===== config.mk =====
export PLATFORM = sky130hd
export DESIGN_NAME = object_square
export DESIGN_NICKNAME = d
export VERILOG_FILES = /design/src/rtl/object_square.sv
export SDC_FILE = /design/constraint.sdc
export NUM_CORES = 1
export LEC_CHECK = 0
export BUFFER_PORTS_ARGS = -buffer_cell sky130_fd_sc_hd__clkbuf_2
export CORE_MARGIN = 8
export CORE_UTILIZATION = 28
export CTS_CLUSTER_SIZE = 30
export DETAILED_ROUTE_END_ITERATION = 12
export PLACE_DENSITY = 0.6
export SYNTH_ARGS = -nofsm -noshare
export SYNTH_HDL_FRONTEND = slang
export SYNTH_SLANG_ARGS = --single-unit

===== constraint.sdc =====
create_clock -name clk -period 1.24 [get_ports clk]
set_clock_uncertainty 0.05 [all_clocks]
set_input_delay 0.124 -clock clk [delete_from_list [all_inputs] [get_ports clk]]
set_output_delay 0.124 -clock clk [all_outputs]
set_load 0.02 [all_outputs]

===== src/rtl/object_square.sv =====
// Square / full-screen object generator for a 640x480 VGA scan.
// Region membership and border-band flags are registered to line up with the RGB stage.
module object_square #(
    parameter int unsigned SQ_X     = 240,
    parameter int unsigned SQ_Y     = 40,
    parameter int unsigned SQ_SIZE  = 160,
    parameter int unsigned BORDER   = 4,
    parameter int unsigned H_ACTIVE = 640,
    parameter int unsigned V_ACTIVE = 480
) (
    input  logic       clk,
    input  logic       reset,
    input  logic [9:0] HCount,
    input  logic [9:0] VCount,
    input  logic       square_select,
    input  logic       full_screen,
    output logic       square_on,
    output logic       square_edge
);

    // 11-bit bounds so SQ_X + SQ_SIZE cannot wrap
    logic [10:0] x0, x1, y0, y1;
    logic [10:0] h_ext, v_ext;
    logic        active, in_rgn;
    logic        on_d, on_q;
    logic        edge_d, edge_q;

    always_comb begin
        h_ext = {1'b0, HCount};
        v_ext = {1'b0, VCount};
        if (full_screen) begin
            x0 = 11'd0;
            x1 = 11'(H_ACTIVE - 1);
            y0 = 11'd0;
            y1 = 11'(V_ACTIVE - 1);
        end else begin
            x0 = 11'(SQ_X);
            x1 = 11'(SQ_X + SQ_SIZE - 1);
            y0 = 11'(SQ_Y);
            y1 = 11'(SQ_Y + SQ_SIZE - 1);
        end
    end

    always_comb begin
        active = (h_ext < 11'(H_ACTIVE)) && (v_ext < 11'(V_ACTIVE));
        in_rgn = (h_ext >= x0) && (h_ext <= x1) && (v_ext >= y0) && (v_ext <= y1);
        on_d   = square_select && active && in_rgn;
        edge_d = on_d && ((h_ext < x0 + 11'(BORDER)) || (h_ext > x1 - 11'(BORDER)) ||
                          (v_ext < y0 + 11'(BORDER)) || (v_ext > y1 - 11'(BORDER)));
    end

    always_ff @(posedge clk or posedge reset) begin
        if (reset) begin
            on_q   <= 1'b0;
            edge_q <= 1'b0;
        end else begin
            on_q   <= on_d;
            edge_q <= edge_d;
        end
    end

    assign square_on   = on_q;
    assign square_edge = edge_q;

endmodule


==> results of run 1 <==
==> sequential cells by signal, indices dropped and copies added, names as in the netlist <==
signal       cells
square_edge      1
square_on        1
==> per-layer routing <==
metal  global-route usage [%]  vias up  part of all wire, %
met2                    21.22       26                   52
met4                    7.123        0                  3.4
met3                    4.301       10                  5.9
li1                         -      396                    -
met5                        0        -                    0
met1                    11.20      381                   39
==> worst max path at each step <==
stage / from / endpoint / slack (ps) / cells after the start
5_1_grt: full_screen / square_edge$_DFF_PP0_ / -430 / 8
4_1_cts: full_screen / square_edge$_DFF_PP0_ / -340 / 8
2_1_floorplan: full_screen / square_edge$_DFF_PP0_ / -460 / 7
6_report: full_screen / square_on$_DFF_PP0_ / -370 / 9
3_5_place_dp: full_screen / square_edge$_DFF_PP0_ / -640 / 8
3_3_place_gp: full_screen / square_edge$_DFF_PP0_ / -590 / 8
==> synth_stat cells (all sizes together) <==
cell type  count
nor3           2
and2           1
a211o          2
nor2           5
inv            8
a21oi          4
nor2b          2
nor4b          2
nand4b         3
dfrtp          2
and2b          1
nand2b         1
o21ai          6
o31ai          1
a211oi         2
a22o           1
nand2          3
nand4          3
nand3          4
a31oi          2
nor4           1
a32o           1
a21o           2
or4            2
ha            16
==> area by class of cell <==
cell class,instances,share of cell area [%]
multi-input cells,67,58.64
repair buffers,46,28.08
flip-flops and latches,2,4.700
well taps,28,3.290
inverters,8,3.173
clock buffers,3,2.115
==> timing repair <==
item / in CTS / in global routing
endpoints found under the hold margin: 2 / 0
buffers inserted: 0 / 2
gates resized for setup: 12 / 3
setup endpoints to repair: 2 / 2
hold buffers: 1 / 0
pin swaps: 2 / 5
==> power groups by stage <==
stage                     Combinational (uW)  Sequential, uW  Clock [uW]
after global routing                     359            67.5         165
after CTS                                306            67.4         160
final                                    325            67.4         154
after floorplan                          121            69.9           0
after global placement                   252            68.1           0
after detailed placement                 261            68.1           0
==> worst max-delay path: cells and delay by family <==
family / cells / cell delay, ps
AOI/OAI and AO/OA: 1 / 130
and+or+nand+nor: 3 / 740
adders and majority gates: 1 / 290
buffers and inverters: 4 / 450
==> cells by family after synthesis <==
family,count (synthesis),synth area share (%)
buf+inv,8,4.938
compound gates,21,23.04
fa+ha+maj,16,32.92
flops,2,8.231
simple gates,30,30.87
==> through the flow <==
stage | power (uW) | setup slack, ps | cell area (um^2) | util, % | instances
floorplan | 191.1 | -456.5 | 611.8 | - | 77
global placement | 319.7 | -589.1 | 907.1 | 42.65 | 148
detailed placement | 329.3 | -638.0 | 907.1 | 42.65 | 148
CTS | 534.1 | -340.3 | 1036 | 48.71 | 152
global route | 591.8 | -431.7 | 1065 | 50.06 | 154
finish | 546.0 | -373.0 | 1065 | 50.06 | 154
==> results_dict.tcl, run 1 <==
set metrics [dict create \
    comb_power_share_pct 59.5 \
    flow.area_growth_from_synthesis_pct 75.10 \
    p_sw_share_pct 36.06 \
    timing.hold.worst_path_depth 4 \
    min_from "HCount[9]" \
    rsz0062_at_grt "true" \
    cts_root_buffer "sky130_fd_sc_hd__clkbuf_4" \
    yosysWarningCount 0 \
    setup_tns_ps -729.7 \
    vdd_drop_max_uv 280.1 \
    chipWidth_um 62.60 \
    area.sequential_um2 50.05 \
    synth_area_um2 608.1 \
    timing.final.crit_period_ps 1613 \
    share_clk_of_total_power_pct 28.1 \
    slew_headroom_pct 79.71 \
    final_cell_mix "24 x sky130_fd_sc_hd__clkbuf_2, 19 x sky130_fd_sc_hd__buf_4, 10 x sky130_fd_sc_hd__ha_1" \
    core_area_mm2 0.002127 \
    power-per-cell-area_mw_per_mm2 512.8 \
    worstHoldPathType "in2reg" \
    syn_inst 77 \
    critical-path-max-stage-delay_ps 490 \
    multiInputGateArea_um2 624.3 \
    post_drt_via_cell_ratio 5.279 \
    drc 0 \
    run_status "finished with violations" \
    grt_pass1_vias 881 \
    drt-pass1-iter-count 4 \
    critPathRequiredTime_ps 1370 \
    worstMarginPinSlew_ps 301.2 \
    ctsLongestPathBuffers 2 \
    cts-htree-levels 1 \
    die-area_mm2 0.003919 \
    cp-start-kind "input pin" \
    min_delay_worst_endpoint "square_edge$_DFF_PP0_" \
    timing.final.ws_setup_ps -373.0 \
    synth_largest_area_cell "sky130_fd_sc_hd__ha_1" \
    fillers 212 \
    ios 26 \
    detailroute.via_count 813 \
    setup_viol 2 \
    crit_path_top_delay_cell "sky130_fd_sc_hd__or4_4" \
    wirelength_mm 2.244 \
    violations "negative setup slack" \
    drtAntennaViolNets 0 \
    path_max_fanout 5 \
    hold_violations 0 \
    nNetsFinal 168 \
    clock_sinks 2 \
    synth.ff_latch_count 2 \
    layout.cells.most_common "sky130_fd_sc_hd__clkbuf_2" \
    synth.distinct_cells 28 \
    cts_tree "yes" \
    antenna-diode-count 0 \
    finalWeightedCongestion 0.8747 \
    intPower_uw 349.1 \
    leakage_uw 0.0005191 \
    synthDominantCellAreaShare_pct 32.92 \
    timing.critical_path.to_type "flop" \
    grt_usage_pct 11.81 \
    post_route_cells_drive_above_1_share_pct 50.79 \
    min_period_over_period_pct 130.1 \
    postSynthAreaPerCell_um2 7.897 \
    fin_worst_hold_slack_ps 196.8 \
    placementRows 17 \
    detail_route.wl_per_cell_um 14.57 \
    postSynthNetCount 117 \
    global_route_wire_length_before_repair_mm 3.864 \
    synth_sequential_area_ratio_pct 8.230 \
    detailedRoute.firstIterationViolations 38 \
    timing.final.max_slew_violations 0 \
    achievable-frequency_mhz 619.9 \
    critPathKind "in2reg" \
    synth_area_leaders "sky130_fd_sc_hd__ha_1 33%, sky130_fd_sc_hd__dfrtp_1 8.2%, sky130_fd_sc_hd__inv_1 4.9%, sky130_fd_sc_hd__o21ai_0 4.1%, sky130_fd_sc_hd__a21oi_1 3.3%" \
    io_buffer_count 25 \
    cap_viol_max_count 0 \
    place.detailed.hpwl_mm 1.706 \
    grt_max_degree 8 \
    initial_core_util_pct 28.59 \
    clk_pin_slew_ps 30 \
    grt_antenna_before_repair 0 \
    seq_power_share_pct 12.3 \
    grt_overflow 0 \
    path_cells "buf_8, clkinvlp_4, ha_4, nand2b_4, or4_4, o21ai_2, nand4_1, buf_4, inv_2" \
    die_height_um 62.60 \
    net-switching-power_uw 196.9 \
    cts_made_buffers 3 \
    worst_ep_arrival_time_ps 1740 \
]
Note: power is estimated with default switching activity, not from simulation.
==> run 2: changes to the inputs <==
Settings changed: CORE_UTILIZATION 28 to 40, PLACE_DENSITY 0.6 to 0.77.
==> run 2 against run 1 <==
The flow still finishes with violations (negative setup slack). Global-route usage grew 2.9 points. Hold slack lost 12 ps. Wire length shrank 4.1%. Sequential share of layout area grew 0.20 points. Fmax grew 2.6%. Final area shrank 4.0%. Die area shrank 23%. Non-clock buffer count shrank 5. Critical path type unchanged. Critical endpoint is now square_edge$_DFF_PP0_. Highest routed layer unchanged.
==> results_dict.tcl, run 2 (synthesis results as in run 1) <==
set metrics [dict create \
    ios 26 \
    power-per-cell-area_mw_per_mm2 522.8 \
    drt-pass1-iter-count 4 \
    final_cell_mix "24 x sky130_fd_sc_hd__clkbuf_2, 13 x sky130_fd_sc_hd__buf_4, 10 x sky130_fd_sc_hd__ha_1" \
    die-area_mm2 0.003024 \
    global_route_wire_length_before_repair_mm 3.360 \
    ctsLongestPathBuffers 2 \
    share_clk_of_total_power_pct 27.7 \
    die_height_um 54.99 \
    placed_cell_area_um2 854.6 \
    placement.setup.worst_slack_ps -605.7 \
    min_period_over_period_pct 126.8 \
    chipWidth_um 54.99 \
    cts_made_buffers 3 \
    cap_viol_max_count 0 \
    detail_route.wl_per_cell_um 15.71 \
    post_route_cells_drive_above_1_share_pct 49.59 \
    grt_pass1_vias 816 \
    flow.area_growth_from_synthesis_pct 68.11 \
    worstMarginPinSlew_ps 266.7 \
    path_max_fanout 5 \
    violations "negative setup slack" \
    timing.final.max_slew_violations 0 \
    initial_core_util_pct 41.33 \
    detailedRoute.firstIterationViolations 20 \
    antenna-diode-count 0 \
    fin_worst_hold_slack_ps 184.6 \
    setup_viol 2 \
    cp-start-kind "input pin" \
    detailroute.via_count 782 \
    worstHoldPathType "in2reg" \
    net-switching-power_uw 193.5 \
    crit_path_start "full_screen" \
    layout.cells.most_common "sky130_fd_sc_hd__clkbuf_2" \
    rsz0062_at_grt "true" \
    post-layout-total-power_uw 534.4 \
    place.detailed.hpwl_mm 1.617 \
    drtAntennaViolNets 0 \
    placementRows 14 \
    p_sw_share_pct 36.20 \
    timing.final.ws_setup_ps -332.1 \
    comb_power_share_pct 59.7 \
    clk_pin_slew_ps 30 \
    achievable-frequency_mhz 636.1 \
    io_buffer_count 25 \
    core_area_mm2 0.001471 \
    layout.core_utilization_pct 69.47 \
    timing.critical_path.to_type "flop" \
    wirelength_mm 2.152 \
    grt_usage_pct 14.68 \
    cts_root_buffer "sky130_fd_sc_hd__clkbuf_4" \
    seq_power_share_pct 12.6 \
    nNetsFinal 163 \
    grt_antenna_before_repair 0 \
    leakage_uw 0.0005044 \
    vdd_drop_max_uv 295.3 \
    final_area_mm2 0.001022 \
    critPathRequiredTime_ps 1340 \
    grt_overflow 0 \
    timing.final.crit_period_ps 1572 \
    slew_headroom_pct 81.97 \
    worst_ep_arrival_time_ps 1670 \
    intPower_uw 341.0 \
    cts_tree "yes" \
    finalWeightedCongestion 0.8209 \
    run_status "finished with violations" \
    cts-htree-levels 1 \
    clock_sinks 2 \
    post_drt_via_cell_ratio 5.708 \
    hold_violations 0 \
    critPathKind "in2reg" \
    drc 0 \
    grt_max_degree 8 \
    setup_crit_end "square_edge$_DFF_PP0_" \
]
-- run 2: cell count changes in the layout (fill, tap and decap cells not counted), sizes merged --
cell,change
buf,-5
-- run 2: what timing repair did --
action,CTS,global route
gates resized for setup,12,6
hold endpoints to repair,2,0
setup buffers,1,1
endpoints found under the setup margin,2,2
hold buffers,1,0
pin swaps,2,5
gates cloned,0,0
-- run 2: layout make-up --
class / count / area (um^2)
repair buffers: 41 / 265.3
clock buffers: 3 / 22.52
inverters: 8 / 33.78
fillers: 125 / 449.2
flip-flops and latches: 2 / 50.05
multi-input cells: 67 / 630.6
well taps: 16 / 20.02
-- run 2: how the worst min path moves through the flow --
stage / depth (start not counted) / slack [ps] / from / endpoint
2_1_floorplan: 1 / -180 / reset / square_edge$_DFF_PP0_
3_3_place_gp: 2 / -100 / reset / square_on$_DFF_PP0_
3_5_place_dp: 2 / -90 / reset / square_on$_DFF_PP0_
4_1_cts: 4 / 190 / HCount[9] / square_edge$_DFF_PP0_
5_1_grt: 4 / 210 / HCount[9] / square_edge$_DFF_PP0_
6_report: 4 / 180 / HCount[9] / square_edge$_DFF_PP0_
-- run 2: per-layer routing --
metal  vias to the layer above  part of all wire, %  track usage, %
met5                         -                    0               0
li1                        389                    -               -
met4                         0                  1.3           5.200
met1                       367                   42           16.08
met2                        22                   51           26.79
met3                         4                  5.5           3.476
-- run 2: power by group through the flow --
stage | clock [uW] | combinational (uW) | sequential [uW]
floorplan | 0 | 121 | 69.9
global placement | 0 | 235 | 68.1
detailed placement | 0 | 246 | 68.1
CTS | 150 | 293 | 67.4
global route | 160 | 349 | 67.5
finish | 148 | 319 | 67.4
-- run 2: critical path, cell delays in order --
cell	delay, ps
sky130_fd_sc_hd__buf_8	80
sky130_fd_sc_hd__clkinvlp_4	190
sky130_fd_sc_hd__ha_4	280
sky130_fd_sc_hd__nand2b_4	130
sky130_fd_sc_hd__or4_4	480
sky130_fd_sc_hd__o21ai_2	110
sky130_fd_sc_hd__nand4_1	120
sky130_fd_sc_hd__a31oi_1	150
-- run 2: through the flow --
step	std cells	setup TNS, ps
after floorplan	77	-818.1
after global placement	131	-1036
after detailed placement	131	-1114
after CTS	136	-577.0
after global routing	137	-802.1
final	137	-622.0
==> run 3: changes to the inputs <==
Settings changed: CELL_PAD_IN_SITES_DETAIL_PLACEMENT set to 2, CELL_PAD_IN_SITES_GLOBAL_PLACEMENT set to 2, CORE_UTILIZATION 40 to 27, PLACE_DENSITY 0.77 to 0.91.
==> run 3 against run 2 <==
The run still ends with negative setup slack left. Cell count is 15% higher. Utilization shrank 18 points. Hold slack better by 80 ps. Die area increased by 33%. Largest cell class unchanged.
==> results_dict.tcl, run 3 (synthesis results as in run 1) <==
set metrics [dict create \
    run_status "finished with violations" \
    violations "negative setup slack" \
    cts-htree-levels 1 \
    grt_usage_pct 17.74 \
    grt_pass1_vias 1013 \
    vdd_drop_max_uv 447.5 \
    slew_headroom_pct 71.54 \
    cp-start-kind "input pin" \
    timing.final.ws_setup_ps -614.5 \
    achievable-frequency_mhz 539.2 \
    flow.area_growth_from_synthesis_pct 84.57 \
    hold_violations 0 \
    cts_tree "yes" \
    finalWeightedCongestion 0.7704 \
    timing.final.max_slew_violations 0 \
    rsz0062_at_grt "true" \
    fin_worst_hold_slack_ps 264.6 \
    chipWidth_um 63.46 \
    timing.critical_path.to_type "flop" \
    fillers 237 \
    worstHoldPathType "in2async" \
    drtAntennaViolNets 0 \
    grt_antenna_before_repair 0 \
    cts_root_buffer "sky130_fd_sc_hd__clkbuf_4" \
    critPathKind "in2reg" \
    initial_core_util_pct 28.03 \
    critPathRequiredTime_ps 1330 \
    timing.final.crit_period_ps 1855 \
    grt_max_degree 8 \
    layout.cells.most_common "sky130_fd_sc_hd__clkbuf_2" \
    path_max_fanout 4 \
    die-area_mm2 0.004027 \
    cts_made_buffers 3 \
    core_area_mm2 0.002170 \
    setup_viol 2 \
    post_drt_via_cell_ratio 5.918 \
    global_route_wire_length_before_repair_mm 5.540 \
    multiInputGateArea_um2 644.4 \
    placement.setup.worst_slack_ps -840.3 \
    post-layout-total-power_uw 642.7 \
    antenna-diode-count 0 \
    wirelength_mm 4.370 \
    ios 26 \
    placementRows 17 \
    area.sequential_um2 50.05 \
    worst_ep_arrival_time_ps 1950 \
    grt_overflow 0 \
    place.detailed.hpwl_mm 2.477 \
    clk_pin_slew_ps 30 \
    leakage_uw 0.0005510 \
    ctsLongestPathBuffers 2 \
    power-per-cell-area_mw_per_mm2 572.7 \
    final_cell_mix "24 x sky130_fd_sc_hd__clkbuf_2, 21 x sky130_fd_sc_hd__buf_4, 10 x sky130_fd_sc_hd__ha_1" \
    nNetsFinal 172 \
    setup_tns_ps -1132 \
    cap_viol_max_count 0 \
    clock_sinks 2 \
    detailroute.via_count 935 \
    drt-pass1-iter-count 5 \
    detail_route.wl_per_cell_um 27.66 \
    worstMarginPinSlew_ps 423.6 \
    post_route_cells_drive_above_1_share_pct 54.62 \
    drc 0 \
    min_period_over_period_pct 149.6 \
    die_height_um 63.46 \
    io_buffer_count 25 \
    detailedRoute.firstIterationViolations 17 \
]
-- run 3: cell types whose count changed in the layout (fill, tap and decap cells not counted) --
cell,previous run,this run
sky130_fd_sc_hd__buf_4,13,21
sky130_fd_sc_hd__buf_6,2,3
sky130_fd_sc_hd__inv_1,7,6
sky130_fd_sc_hd__inv_2,0,1
sky130_fd_sc_hd__nand4b_2,1,0
sky130_fd_sc_hd__nand4b_4,0,1
sky130_fd_sc_hd__o31ai_1,1,0
sky130_fd_sc_hd__o31ai_2,0,1
-- run 3: critical path, stage by stage --
cell	delay, ps
sky130_fd_sc_hd__buf_8	80
sky130_fd_sc_hd__clkinvlp_4	140
sky130_fd_sc_hd__ha_4	330
sky130_fd_sc_hd__nand4b_4	120
sky130_fd_sc_hd__or4_4	520
sky130_fd_sc_hd__o21ai_2	170
sky130_fd_sc_hd__nand4_1	180
sky130_fd_sc_hd__a31oi_1	280
-- run 3: layer usage --
metal / track usage (%) / vias up / part of all wire, %
li1: - / 401 / -
met1: 16.52 / 472 / 38
met2: 34.60 / 41 / 52
met3: 3.357 / 21 / 3.9
met4: 10.31 / 0 / 5.9
met5: 0 / - / 0
-- run 3: cell type report --
| type | instances | area share, % |
|---|---|---|
| Multi-Input combinational cell | 67 | 57.41 |
| Timing Repair Buffer | 50 | 29.99 |
| Sequential cell | 2 | 4.459 |
| Tap cell | 28 | 3.122 |
| Inverter | 8 | 3.010 |
| Clock buffer | 3 | 2.007 |
-- run 3: metrics by stage --
step | util [%] | cell area, um^2 | std cells
6_report | 51.73 | 1122 | 158
5_1_grt | 51.73 | 1122 | 158
4_1_cts | 49.25 | 1069 | 154
3_5_place_dp | 41.81 | 907.1 | 148
3_3_place_gp | 41.81 | 907.1 | 148
2_1_floorplan | - | 611.8 | 77
-- run 3: worst max path at each step --
stage	startpoint	end	slack, ps	cells after the start
6_report	full_screen	square_edge$_DFF_PP0_	-610	8
5_1_grt	full_screen	square_edge$_DFF_PP0_	-650	8
4_1_cts	full_screen	square_edge$_DFF_PP0_	-440	8
3_5_place_dp	full_screen	square_edge$_DFF_PP0_	-840	9
3_3_place_gp	full_screen	square_edge$_DFF_PP0_	-600	8
2_1_floorplan	full_screen	square_edge$_DFF_PP0_	-460	7
-- run 3: what timing repair did --
action                                  4_1_cts  5_1_grt
pin swaps                                     8        9
hold buffers                                  1        0
buffers inserted                              2        4
endpoints found under the setup margin        2        2
gates resized for setup                      15        7
hold endpoints to repair                      2        0
-- run 3: power breakdown --
group          switching, uW  internal (uW)  leakage (uW)  total [uW]
sequential             0.613           67.1     0.0000278        67.7
clock                   59.4            108     0.0000138         168
combinational            210            198      0.000509         407
total                    270            373      0.000551         643
